`config.mk`:
```
export PLATFORM = sky130hd
export DESIGN_NAME = str_gen
export DESIGN_NICKNAME = d
export VERILOG_FILES = /design/src/rtl/str_gen.sv
export SDC_FILE = /design/constraint.sdc
export NUM_CORES = 1
export LEC_CHECK = 0
export CORE_MARGIN = 4
export CORE_UTILIZATION = 51
export DETAILED_ROUTE_END_ITERATION = 12
export GPL_TIMING_DRIVEN = 1
export PLACE_DENSITY = 0.83
export REMOVE_ABC_BUFFERS = 1
export SLEW_MARGIN = 20
export SYNTH_ARGS = -nofsm -noshare
export SYNTH_HDL_FRONTEND = slang
export SYNTH_SLANG_ARGS = --single-unit
```
`constraint.sdc`:
```
create_clock -name clk -period 3.35 [get_ports clk]
set_input_delay 1.005 -clock clk [delete_from_list [all_inputs] [get_ports clk]]
set_output_delay 1.005 -clock clk [all_outputs]
set_load 0.01 [all_outputs]
```
`src/rtl/str_gen.sv`:
```
// str_gen: serial bit-string generator, shifts a handshaked pattern out MSB-first on one line.
// Optional even-parity bit after each frame when STR_GEN_PARITY_EN is defined.
module str_gen #(
    parameter int MAX_LEN    = 16,
    parameter int GAP_CYCLES = 1
) (
    input  logic                      clk,
    input  logic                      resetn,
    input  logic [MAX_LEN-1:0]        pat_data,
    input  logic [$clog2(MAX_LEN):0]  pat_len,
    input  logic                      pat_valid,
    output logic                      pat_ready,
    output logic                      out,
    output logic                      out_valid,
    output logic                      busy,
    output logic                      done
);
    localparam int LW = $clog2(MAX_LEN) + 1;
    localparam logic [3:0] GAP_LAST = 4'(GAP_CYCLES == 0 ? 0 : GAP_CYCLES - 1);
`ifdef STR_GEN_PARITY_EN
    typedef enum logic [1:0] {IDLE, SHIFT, PAR, GAP} state_t;
`else
    typedef enum logic [1:0] {IDLE, SHIFT, GAP} state_t;
`endif
    localparam state_t POST = (GAP_CYCLES == 0) ? IDLE : GAP;

    state_t               state, state_n;
    logic [MAX_LEN-1:0]   sreg, sreg_n, aligned;
    logic [LW-1:0]        cnt, cnt_n, len;
    logic [3:0]           gcnt, gcnt_n;
    logic                 out_n, out_valid_n, done_n;
`ifdef STR_GEN_PARITY_EN
    logic                 par, par_n;
`endif

    assign pat_ready = (state == IDLE);
    assign busy      = (state != IDLE);

    // The pattern is left-aligned so the first bit to send is always at the MSB.
    always_comb begin
        len         = (pat_len > LW'(MAX_LEN)) ? LW'(MAX_LEN) : pat_len;
        aligned     = pat_data << (LW'(MAX_LEN) - len);
        state_n     = state;
        sreg_n      = sreg;
        cnt_n       = cnt;
        gcnt_n      = gcnt;
        out_n       = 1'b0;
        out_valid_n = 1'b0;
        done_n      = 1'b0;
`ifdef STR_GEN_PARITY_EN
        par_n       = par;
`endif
        case (state)
            IDLE: if (pat_valid) begin
                if (len == '0) begin
`ifdef STR_GEN_PARITY_EN
                    state_n     = PAR;
                    out_valid_n = 1'b1;
                    par_n       = 1'b0;
`else
                    state_n     = POST;
                    done_n      = 1'b1;
                    gcnt_n      = GAP_LAST;
`endif
                end else begin
                    state_n     = SHIFT;
                    out_n       = aligned[MAX_LEN-1];
                    out_valid_n = 1'b1;
                    sreg_n      = aligned << 1;
                    cnt_n       = len - LW'(1);
`ifdef STR_GEN_PARITY_EN
                    par_n       = aligned[MAX_LEN-1];
`endif
                end
            end
            SHIFT: if (cnt != '0) begin
                out_n       = sreg[MAX_LEN-1];
                out_valid_n = 1'b1;
                sreg_n      = sreg << 1;
                cnt_n       = cnt - LW'(1);
`ifdef STR_GEN_PARITY_EN
                par_n       = par ^ sreg[MAX_LEN-1];
`endif
            end else begin
`ifdef STR_GEN_PARITY_EN
                state_n     = PAR;
                out_n       = par;
                out_valid_n = 1'b1;
`else
                state_n     = POST;
                done_n      = 1'b1;
                gcnt_n      = GAP_LAST;
`endif
            end
`ifdef STR_GEN_PARITY_EN
            PAR: begin
                state_n = POST;
                done_n  = 1'b1;
                gcnt_n  = GAP_LAST;
            end
`endif
            GAP: begin
                state_n = (gcnt == '0) ? IDLE : GAP;
                gcnt_n  = gcnt - 4'd1;
            end
            default: state_n = IDLE;
        endcase
    end

    always_ff @(posedge clk) begin
        if (!resetn) begin
            state     <= IDLE;
            sreg      <= '0;
            cnt       <= '0;
            gcnt      <= '0;
            out       <= 1'b0;
            out_valid <= 1'b0;
            done      <= 1'b0;
`ifdef STR_GEN_PARITY_EN
            par       <= 1'b0;
`endif
        end else begin
            state     <= state_n;
            sreg      <= sreg_n;
            cnt       <= cnt_n;
            gcnt      <= gcnt_n;
            out       <= out_n;
            out_valid <= out_valid_n;
            done      <= done_n;
`ifdef STR_GEN_PARITY_EN
            par       <= par_n;
`endif
        end
    end
endmodule
```
Word-level counts from Yosys, hierarchy flattened

Index checks and enable logic that the tools add are counted.
Widths: inputs -> output; s select.

Flip-flop bits (word level): 30
Input bits: 24
Output and inout port bits: 5
Logic and storage cells: 60

Add/sub/neg operators: 4
Order comparisons: 1
Equality and inequality tests: 7
Shift-type cells: 1
Muxes and demuxes: 30
Reductions and logical operators: 10

Operator list:

| operator            | number |
|---|---|
| $mux 16             | 3 |
| $pmux 16 s2         | 1 |
| $mux 5              | 4 |
| $shl 16x5->16       | 1 |
| $mux 4              | 3 |
| $pmux 4 s3          | 1 |
| $pmux 5 s2          | 1 |
| $sub 5x1->5 const B | 2 |
| $mux 1              | 9 |
| $mux 2              | 4 |
| $ne 2x2->1 const B  | 4 |
| $reduce_and 4->1    | 2 |
| $pmux 1 s2          | 3 |
| $pmux 2 s3          | 1 |
| $gt 5x5->1 const B  | 1 |
| $logic_not 5->1     | 1 |
| $reduce_bool 5->1   | 1 |
| $sub 5x5->5 const A | 1 |
| $logic_not 4->1     | 1 |
| $reduce_bool 2->1   | 2 |
| $sub 4x1->4 const B | 1 |
| $reduce_bool 3->1   | 1 |
| $eq 2x1->1 const B  | 1 |
| $eq 2x2->1 const B  | 1 |
| other kinds (3)     | 3 |

Longest topological paths before layout

Depth after elaboration: 7
Mapped depth: 15
Gate-level depth less buffers: 11

Worst setup path before layout

No wires, ideal clock.

Path kind: input port to flip-flop
From: input pat_len[0]
To: register sreg[10]
Data arrival time: 3.263 ns
Required time: 3.232 ns
Setup slack: -0.030 ns
Stages on the path: 14
Path through: nor2b_4 buf_8 inv_1 ha_1 buf_2 buf_2 o21a_1 ha_1 nor2b_1 nor2_1 a211oi_2 buf_2 nand3_1 o2111a_1

Word-level cells in the longest chain between the ends: 7

Ends and longest elaborated chain:

| element              | RTL line | text |
|---|---|---|
| from (decl)          | 10       | `input logic [$clog2(MAX_LEN):0] pat_len,` |
| $gt 5x5->1           | 41       | `len = (pat_len > LW'(MAX_LEN)) ? LW'(MAX_LEN) : pat_len;` |
| $mux 5 *             | 41       |  |
| $sub 5x5->5          | 42       | `aligned = pat_data << (LW'(MAX_LEN) - len);` |
| $shl 16x5->16        | 42       |  |
| $mux 16              | 55       | `if (len == '0) begin` |
| $mux 16              | 54       | `IDLE: if (pat_valid) begin` |
| $pmux 16 s2          | 53       | `case (state)` |
| to (signal assigned) | 124      | `sreg <= sreg_n;` |
| to (decl)            | 28       | `logic [MAX_LEN-1:0] sreg, sreg_n, aligned;` |

Every way passes the cells marked *; elsewhere a longest branch is shown, timed or not. The select of a mux whose other input is x is not followed.
A chain may end at the register's enable or synchronous reset.

Worst setup path after layout

Ends and elaborated chain as after synthesis.

==> impl_metrics.json <==
{
  "drtPass1Iterations": 5,
  "fin_crit_ns": 3.14,
  "relSlewSlack": 0.568,
  "viasPerCell": 6.41,
  "synth_most_common_cell": "nor2_1",
  "ir_drop_uv": 322,
  "crit_start": "pat_len[0]",
  "timing.final.crit_share": 0.938,
  "synth_compound_area_frac": 0.242,
  "dpl.hpwl_um": 4870,
  "clk_latency_ns": 0.29,
  "rows": 24,
  "antenna_found_initial": 0,
  "required_ns": 3.53,
  "total_power_uw": 1520,
  "status": "completed",
  "synth_area_leaders": "dfxtp_1, mux4_2, a21oi_1",
  "grt_setup_unrepaired": "no",
  "critPathArrivalTime_ns": 3.32,
  "ios": 29,
  "synthAdderAreaFrac": 0.0215,
  "regToRegStartpoint": "state[0]",
  "hold_class": "flop to flop",
  "start_util": 0.531,
  "tightest_slew_ns": 0.647,
  "htreeDepth": 2,
  "netlist.area_leader.share": 0.249,
  "holdWs_ns": 0.468,
  "async_flop_share": 0,
  "worstHoldStart": "sreg[1]",
  "place_area_mm2": 0.00281,
  "die_area_mm2": 0.00571,
  "cts_tree": "done",
  "wl_per_cell_um": 17.1,
  "antenna-diode-count": 0,
  "drive_gt1_frac": 0.208,
  "finalMaxSlewViolations": 0,
  "hold_violations": 0,
  "yosysWarnings": 0,
  "synth_top_area_cell": "dfxtp_1",
  "port_buffers": 28,
  "initialDrtViolationCount": 196,
  "fin_nets": 358,
  "ys_ff_latch": 29,
  "p_leak_uw": 0.00115,
  "track_usage": 0.246,
  "crit_type": "input port to flop",
  "grt_pass1_wl_um": 10800,
  "place_congestion": 0.882,
  "cp-start-kind": "input port",
  "synth_commonest_cells": "nor2_1, nand2_1, dfxtp_1",
  "cts_made_buffers": 5,
  "drv_cap": 0,
  "syn-cell-area_mm2": 0.00233,
  "drc": 0,
  "timing.fmax_ghz": 0.318,
  "muxShareOfSynthArea": 0.185,
  "synthCells": 283,
  "synth_edf_count": 0,
  "die_y_um": 75.6,
  "synthSimpleGateAreaFrac": 0.213,
  "synth_area_per_cell_um2": 8.22,
  "grt_max_degree": 19,
  "yosysSeqAreaShare": 0.249,
  "coreArea_mm2": 0.00438,
  "synth.distinct_cells": 54,
  "drt-total-wl_um": 6560,
  "cts_num_sinks": 29,
  "setup_viol": 0,
  "path_clk_slew_ns": 0.06,
  "p_per_area_mw_per_mm2": 518,
  "cts_root_buf": "clkbuf_8",
  "cp_max_fo": 10,
  "synth_xor_area_frac": 0.0220,
  "synth_top_family_by_area": "compound AO/OA/AOI/OAI gates",
  "cp-end-kind": "flop",
  "num_vias": 2454,
  "die_x_um": 75.6,
  "final_cell_area_mm2": 0.00293,
  "area_growth_syn_to_layout_pct": 25.9,
  "ys.flop_type": "dfxtp_1",
  "r2r_slack_ns": 1.22,
  "grt.overflow.total": 0,
  "holdBufCountCts": 0,
  "ant_nets": 0,
  "clock_skew_ns": 0.00948,
  "grt_pass1_vias": 2392,
  "clock_path_buffers": 2
}
-- through the flow --
stage,util,setup TNS [ns],instances,worst slack [ns]
after CTS,0.663,0,383,0.105
after floorplan,-,-10.76,262,-0.720
after detailed placement,0.640,-1.01,375,-0.119
after global placement,0.640,-0.104,375,-0.0313
final,0.668,0,383,0.207
after global routing,0.668,0,383,0.0428
-- worst paths after layout --
kind	cells past startpoint	to
setup / recovery	13	sreg[10]
hold / removal	2	sreg[1]
setup reg to reg	7	gcnt[2]
hold reg to reg	2	sreg[1]
-- registers in the layout, summed over array words and instances (netlist names) --
register,count
done,1
out_valid,1
out,1
state,2
gcnt,4
cnt,5
sreg,15
-- layer usage --
metal	wire length (um)	vias to the layer above	global-route usage
li1	-	1152	-
met1	2700	1161	0.306
met2	3290	123	0.424
met3	440	18	0.0488
met4	126	0	0.0854
met5	0	-	0
-- worst max-delay path, stage by stage --
cell,delay (ns)
clkdlybuf4s50_1,0.48
nor2b_4,0.16
inv_1,0.06
ha_1,0.20
o21a_1,0.10
ha_1,0.21
nor2b_2,0.15
nor2_1,0.08
a211oi_2,0.24
buf_4,0.23
buf_4,0.14
nand3_1,0.09
o2111a_1,0.16
-- logic make-up (layout without fill, tap and decap cells) --
kind of cell,count (synthesis),in the layout
buf+inv,28,76
mux,28,28
xor+xnor,5,5
compound gates,86,86
simple gates,103,103
fa+ha+maj,4,4
flops,29,29
-- final cells by class --
class / instances / area, um2
timing repair buffer: 61 / 543
inverter: 7 / 26.3
tap: 52 / 65.1
sequential: 29 / 581
multi-input combinational: 226 / 1610
clock inverter: 1 / 5.00
clock buffer: 7 / 96.3
fill: 382 / 1460
-- where the power goes --
part | internal (uW) | leakage, uW | switching [uW]
Sequential | 428 | 0.000238 | 67.2
Combinational | 329 | 0.000859 | 373
Clock | 185 | 0.0000542 | 136
Total | 942 | 0.00115 | 577
-- layout by cell type, fill, tap and decap left out, types with 9 or more instances in the layout --
cell type,n
clkdlybuf4s50_1,27
buf_4,32
mux2i_1,9
dfxtp_1,29
o21ai_0,20
a21oi_1,27
nand3_1,11
mux4_2,11
nor2_1,33
nand2_1,31
-- repair_timing --
action	in CTS	in global routing
gates resized for setup	0	4
endpoints found under the setup margin	0	15
setup buffers	0	0
(Power assumes the default switching activity.)
